### config.mk
export PLATFORM = sky130hd
export DESIGN_NAME = sw_debounce_flat
export DESIGN_NICKNAME = d
export VERILOG_FILES = /design/src/rtl/sw_debounce_if.sv /design/src/rtl/sw_debounce.sv /design/src/flat_wrapper.sv
export SDC_FILE = /design/constraint.sdc
export NUM_CORES = 1
export LEC_CHECK = 0
export BUFFER_PORTS_ARGS = -buffer_cell sky130_fd_sc_hd__buf_2
export CORE_AREA = 5 5 93 95
export DETAILED_ROUTE_END_ITERATION = 16
export DIE_AREA = 0 0 98 100
export PLACE_DENSITY_LB_ADDON = 0.1
export SLEW_MARGIN = 30
export SYNTH_ARGS = -nofsm -noshare
export SYNTH_HDL_FRONTEND = slang
export SYNTH_SLANG_ARGS = --single-unit
export TNS_END_PERCENT = 30
### constraint.sdc
create_clock -name clk -period 2.8 [get_ports clk]
set_clock_uncertainty 0.2 [all_clocks]
set_input_delay 0.56 -clock clk [delete_from_list [all_inputs] [get_ports clk]]
set_output_delay 0.56 -clock clk [all_outputs]
set_load 0.01 [all_outputs]
### src/rtl/sw_debounce_if.sv
// -----------------------------------------------------------------------------
// sw_debounce_if
//   Bundle carrying the raw switch levels into the debouncer and the
//   conditioned level, edge pulses and toggle latch back out.
//
//   Signals (all WIDTH bits, one bit per channel):
//     sw_in      raw asynchronous switch/button levels
//     sw_out     debounced level
//     sw_rise    one-cycle pulse when sw_out goes 0->1
//     sw_fall    one-cycle pulse when sw_out goes 1->0
//     sw_toggle  flips on every sw_rise
//
//   Modports:
//     master  board/consumer side: drives sw_in, observes the results
//     slave   debouncer side: samples sw_in, drives the results
// -----------------------------------------------------------------------------
interface sw_debounce_if #(
  parameter int WIDTH = 4
);
  logic [WIDTH-1:0] sw_in;
  logic [WIDTH-1:0] sw_out;
  logic [WIDTH-1:0] sw_rise;
  logic [WIDTH-1:0] sw_fall;
  logic [WIDTH-1:0] sw_toggle;

  modport master (
    output sw_in,
    input  sw_out,
    input  sw_rise,
    input  sw_fall,
    input  sw_toggle
  );

  modport slave (
    input  sw_in,
    output sw_out,
    output sw_rise,
    output sw_fall,
    output sw_toggle
  );
endinterface

### src/rtl/sw_debounce.sv
// -----------------------------------------------------------------------------
// sw_debounce
//   Conditions raw board switches/buttons before they reach the clock divider
//   and CPU. Each channel has a 2-flop synchroniser, a stable-time counter
//   filter, a clean level output, one-cycle rise/fall pulses and a toggle
//   latch that flips on every accepted rising edge. Channels share no state.
//
//   Parameters:
//     WIDTH   number of independent channels
//     STABLE  cycles a synchronised level must persist to be accepted (>=2)
//     CW      counter width, 2**CW must exceed STABLE
//
//   Ports:
//     clk    board clock, all logic on the rising edge
//     rst    synchronous active-low reset (0 = reset)
//     sw_if  slave side of sw_debounce_if (sw_in in; sw_out, sw_rise,
//            sw_fall, sw_toggle out)
//
//   Latency: with sw_in held from edge k, sw_out changes on edge k+STABLE+1.
// -----------------------------------------------------------------------------
module sw_debounce #(
  parameter int WIDTH  = 4,
  parameter int STABLE = 1000000,
  parameter int CW     = 20
) (
  input  logic          clk,
  input  logic          rst,
  sw_debounce_if.slave  sw_if
);

  // Count value on which a pending level is accepted.
  localparam logic [CW-1:0] LAST = CW'(STABLE - 1);

  // Filter state per channel is the accepted level itself.
  typedef enum logic {
    ST_LOW  = 1'b0,
    ST_HIGH = 1'b1
  } state_e;

  // Synchroniser registers.
  logic [WIDTH-1:0] sync1_p0_q;
  logic [WIDTH-1:0] sync2_p1_q;

  // Filter state and counters.
  state_e           state_q [WIDTH];
  state_e           state_d [WIDTH];
  logic [CW-1:0]    cnt_q   [WIDTH];
  logic [CW-1:0]    cnt_d   [WIDTH];

  // Output registers.
  logic [WIDTH-1:0] rise_q;
  logic [WIDTH-1:0] rise_d;
  logic [WIDTH-1:0] fall_q;
  logic [WIDTH-1:0] fall_d;
  logic [WIDTH-1:0] tog_q;
  logic [WIDTH-1:0] tog_d;

  // Per-channel decode.
  logic [WIDTH-1:0] pend;
  logic [WIDTH-1:0] acc;

  // Stable-time counter step: clear when nothing is pending (this also
  // gives the full restart on a bounce back), clear on acceptance, otherwise
  // count. The acceptance clear means the counter never reaches STABLE.
  function automatic logic [CW-1:0] cnt_step(input logic          pending,
                                             input logic [CW-1:0] cnt);
    if (!pending || (cnt == LAST)) begin
      return '0;
    end
    return cnt + CW'(1);
  endfunction

  for (genvar g = 0; g < WIDTH; g++) begin : g_decode
    assign pend[g] = sync2_p1_q[g] ^ logic'(state_q[g]);
    assign acc[g]  = pend[g] && (cnt_q[g] == LAST);
    assign sw_if.sw_out[g] = logic'(state_q[g]);
  end

  assign sw_if.sw_rise   = rise_q;
  assign sw_if.sw_fall   = fall_q;
  assign sw_if.sw_toggle = tog_q;

  // ---- next-state: filter FSM, pulses and toggle ----
  always_comb begin
    rise_d = '0;
    fall_d = '0;
    tog_d  = tog_q;
    for (int i = 0; i < WIDTH; i++) begin
      state_d[i] = state_q[i];
      cnt_d[i]   = cnt_step(pend[i], cnt_q[i]);
      if (acc[i]) begin
        state_d[i] = state_e'(sync2_p1_q[i]);
        rise_d[i]  = sync2_p1_q[i];
        fall_d[i]  = ~sync2_p1_q[i];
        tog_d[i]   = tog_q[i] ^ sync2_p1_q[i];
      end
    end
  end

  // ---- stage p0/p1: synchroniser; filter and output registers ----
  always_ff @(posedge clk) begin
    if (!rst) begin
      sync1_p0_q <= '0;
      sync2_p1_q <= '0;
      rise_q     <= '0;
      fall_q     <= '0;
      tog_q      <= '0;
      for (int i = 0; i < WIDTH; i++) begin
        state_q[i] <= ST_LOW;
        cnt_q[i]   <= '0;
      end
    end else begin
      sync1_p0_q <= sw_if.sw_in;
      sync2_p1_q <= sync1_p0_q;
      rise_q     <= rise_d;
      fall_q     <= fall_d;
      tog_q      <= tog_d;
      for (int i = 0; i < WIDTH; i++) begin
        state_q[i] <= state_d[i];
        cnt_q[i]   <= cnt_d[i];
      end
    end
  end

endmodule

### src/flat_wrapper.sv
// flat-port wrapper written by rule: the top's interface ports become plain ports
module sw_debounce_flat 
#(
  parameter int WIDTH  = 4,
  parameter int STABLE = 1000000,
  parameter int CW     = 20
)
  (clk, rst, sw_if_sw_in, sw_if_sw_out, sw_if_sw_rise, sw_if_sw_fall, sw_if_sw_toggle);
  sw_debounce_if #(.WIDTH(WIDTH)) sw_if_i ();
  input  logic clk;
  input  logic rst;
  input wire logic [$bits(sw_if_i.sw_in)-1:0] sw_if_sw_in;
  output wire logic [$bits(sw_if_i.sw_out)-1:0] sw_if_sw_out;
  output wire logic [$bits(sw_if_i.sw_rise)-1:0] sw_if_sw_rise;
  output wire logic [$bits(sw_if_i.sw_fall)-1:0] sw_if_sw_fall;
  output wire logic [$bits(sw_if_i.sw_toggle)-1:0] sw_if_sw_toggle;
  assign sw_if_i.sw_in = sw_if_sw_in;
  assign sw_if_sw_out = sw_if_i.sw_out;
  assign sw_if_sw_rise = sw_if_i.sw_rise;
  assign sw_if_sw_fall = sw_if_i.sw_fall;
  assign sw_if_sw_toggle = sw_if_i.sw_toggle;
  sw_debounce #(.WIDTH(WIDTH), .STABLE(STABLE), .CW(CW)) u_core (.clk(clk), .rst(rst), .sw_if(sw_if_i));
endmodule
After elaboration in Yosys (flattened, before gate mapping)
Memories as Yosys holds them, arrays and structs flattened.
Cells that the tools add are included.
{ "classes": {"n_addsub": 4, "n_bitwise": 20, "n_mux": 26, "eq_ne": 4, "n_reduce_logical": 16} }
{ "op_table": {"columns": ["operator", "count"], "rows": [
  ["20-bit two-way mux", 12],
  ["20-bit by 1-bit adder with 20-bit output, second input constant", 4],
  ["20-bit equality test, second input constant", 4],
  ["1-bit two-way mux", 14],
  ["1-bit OR", 8],
  ["2-bit AND reduction", 4],
  ["1-bit XOR", 8],
  ["1-bit logical AND", 4],
  ["1-bit logical NOT", 4],
  ["1-bit logical OR", 4],
  ["1-bit NOT", 4]
]} }
{ "totals": {"mem_count": 2, "reg_bits": 20, "output_inout_bits": 16, "elab_cells": 86, "ramBits": 84} }
{ "mem_list": {"columns": ["name", "depth", "width", "rd", "rd_clocked_by_memory_dff", "write_ports", "line_no", "rtl"], "rows": [
  ["u_core.cnt_q", 4, 20, 4, 0, 4, "sw_debounce.sv:47", "logic [CW-1:0] cnt_q [WIDTH];"],
  ["u_core.state_q", 4, 1, 4, 0, 4, "sw_debounce.sv:45", "state_e state_q [WIDTH];"]
]} }

Longest topological paths before layout
{ "logic_depth": {"word_depth": 6, "ltp_mapped": 7, "depth_no_buf": 5} }

Worst setup path before layout
Ideal clock, no wire load.
{ "synth_path": {"kind": "register -> register", "from": "mem u_core.cnt_q[1][13] (netlist: u_core.cnt_q[0][33])", "to": "mem u_core.state_q[1] (netlist name) (enable)", "setup_time_ns": 0.310, "arrival_time_ns": 1.517, "period_less_slack_ns": 2.027, "stages_incl_launch_ff": 5, "path_slack_ns": 0.773, "n_path_buf": 0, "cell_sequence": "dfxtp_1 > or4b_2 > nor4_2 > nand2_1 > o21ai_0"} }
{ "synth_lines": {"columns": ["item", "line_no"], "rows": [
  ["start: declaration", "sw_debounce.sv:47"],
  ["end: declaration", "sw_debounce.sv:45"]
]} }

==> flow_summary.toml <==
[worst_setup_path]
startpoint_type = "flip-flop"
reg2reg_slack_ns = 0.52
worstPathArrival_ns = 2.32
criticalPathCategory = "flip-flop to flip-flop"
cp-end-kind = "flip-flop"
crit_chain = "or4b_2 > nor4_2 > a211o_1 > nor2_1"
path_delay_family = "simple AND/OR/NAND/NOR gates"
worst-path-buf-inv = 0
critPathSlowestCell = "or4b_2"
path_max_fanout = 18
cp_slowest_stage_delay_ns = 0.70
required_ns = 2.84

[clocking]
cts_tree = "built"
insertion_delay_ns = 0.36
postCtsHoldBufs = 0
clock_sinks = 104
cts_buffers = 9
clockBufferDepth = 2
cts_root_buffer = "clkbuf_8"
clkTransAtPathRegs_ns = 0.09
htreeDepth = 3
cts_resized = 0
postCtsSetupRepairBufs = 0

[final_layout]
finalNetCount = 527
diodes = 0
multi_input_area_mm2 = 0.002226
drive_above_1_share_pct = 10.36
register_area_mm2 = 0.002112
final_cell_mix = "dfxtp_1 (101), nor2_1 (67), xnor2_1 (39), nand2_1 (31)"
final_common_cell = "dfxtp_1"
fill_cells = 666
area_growth_pct = 7.567

[global_routing]
antenna_found_initial = 0
grt_pass1_vias = 3216
grt_first_pass_wirelength_mm = 14.58
grt_remaining_overflow = 0
track_usage_pct = 17.79
grt_max_degree = 30

[synthesis]
synth_area_leaders = "dfxtp_1 (45%), xnor2_1 (7.6%), nor2_1 (5.6%)"
syn_area_per_cell_um2 = 9.047
yosys_warnings = 0
yosysTopAreaCell = "dfxtp_1"
seq_area_frac_synth_pct = 46.78
ys_seq_elements = 104
syn_area_mm2 = 0.004514
synth_top_area_share_pct = 44.79
synth_cells = 499
synth.distinct_cells = 44
synthesis.nets = 509

[power]
vdd_drop_max_mv = 0.3970
leakage_uw = 0.001574
powerDensity_mw_per_mm2 = 504.3
power_uw = 2449

[flow_run]
drv_cap = 0

[sta]
setup_total_negative_slack_ns = 0
worst_pin_slew_ns = 0.5862
drv_slew = 0
hold_ws_ns = 0.1963
max_freq_mhz = 438.8
fin_ws_ns = 0.5210
finalSetupViolations = 0
final_hold_viol_count = 0
period_needed_ns = 2.279
rsz0062_at_grt = "false"
max_slew_margin_pct = 60.37
layout_worst_path_cycle_share_pct = 81.39

[detailed_routing]
drc = 0
final_antenna_net_count = 0
num_vias = 3476
viasPerCell = 5.579
drt-total-wl_mm = 8.147
drtIter0Drc = 82
dr.pass1.iters = 4
wl_per_cell_um = 13.08

[placed_design]
io_buffers = 21
place_congestion = 0.8269
hpwl_mm = 5.727
post-place-ws_ns = 0.5121

[floorplan]
top_level_ports = 22
die_w_um = 98
core_mm2 = 0.007647
die-height_um = 100
row_count = 32
start_util_pct = 59.03
die-area_mm2 = 0.009800

[run_status]
status = "finished clean"

[hold_path]
hp-class = "input port to flip-flop"
-- synth_stat cells (all sizes together) --
master	n
edfxtp	3
nor2b	3
or4	11
buf	10
nand4b	2
a31o	3
o221ai	1
or3b	1
inv	18
and4	5
or3	8
o41ai	1
nor3b	3
nor4	15
a211o	2
and2	15
xor2	17
and3	6
nand2	31
nand3	21
o21ai	12
ha	4
nor4b	4
or2	3
mux2i	4
and4b	1
nor3	19
nand2b	5
nor2	67
xnor2	39
nand4	23
or4b	5
o31ai	8
clkbuf	8
a21oi	20
dfxtp	101
-- final timing paths --
check	from	to	cells after the start
min	sw_if_sw_in[0]	u_core.sync1_p0_q[0]	2
min reg2reg	u_core.sync1_p0_q[2]	u_core.sync2_p1_q[2]	1
max	u_core.cnt_q[0][33]	u_core.cnt_q[0][23]	4
max reg2reg	u_core.cnt_q[0][33]	u_core.cnt_q[0][23]	4
-- flip-flops by register name (all words and copies together), names as in the netlist --
name                    flops
u_core.cnt_q               80
u_core.state_q              4
u_core.sw_if.sw_fall        4
u_core.sw_if.sw_rise        4
u_core.sw_if.sw_toggle      4
u_core.sync1_p0_q           4
u_core.sync2_p1_q           4
-- worst register-to-register path, delay by kind of cell, from the launching register on --
kind	cells	cell delay, ns
AO/OA/AOI/OAI	1	0.55
flip-flops	1	0.36
AND/OR/NAND/NOR	3	1.05
-- metrics by stage --
| stage | cell area [um^2] | cells | utilization, % |
|---|---|---|---|
| floorplan | 4514 | 499 | - |
| global placement | 4668 | 608 | 61.04 |
| detailed placement | 4668 | 608 | 61.04 |
| CTS | 4856 | 623 | 63.50 |
| global route | 4856 | 623 | 63.50 |
| finish | 4856 | 623 | 63.50 |
-- layout make-up --
cell class                      instances  area share, %
Clock buffer                           11          3.350
Clock inverter                          4         0.5153
Inverter                               18          1.391
Multi-Input combinational cell        359          45.84
Sequential cell                       104          43.49
Tap cell                              102          2.628
Timing Repair Buffer                   25          2.783
-- logic make-up after synthesis --
logic type / Yosys count / share of synthesized area [%]
compound gates: 47 / 6.237
xor+xnor: 56 / 10.86
fa+ha+maj: 4 / 1.109
buf+inv: 36 / 3.908
flops: 104 / 46.79
mux: 4 / 0.8870
simple gates: 248 / 30.21
-- report_power, final --
part           leakage (uW)  internal (uW)  switching, uW
Clock              0.000101            398            492
Sequential         0.000847           1500           10.1
Combinational      0.000625           18.0           34.5
Total               0.00157           1910            537
-- metal layers --
metal | wire [um] | up-vias | track usage, %
met5 | 0 | - | 0
met4 | 97 | 0 | 5.325
met3 | 249 | 10 | 4.309
met2 | 3761 | 42 | 29.01
met1 | 4039 | 1638 | 23.52
li1 | - | 1786 | -
(Power assumes the default switching activity.)
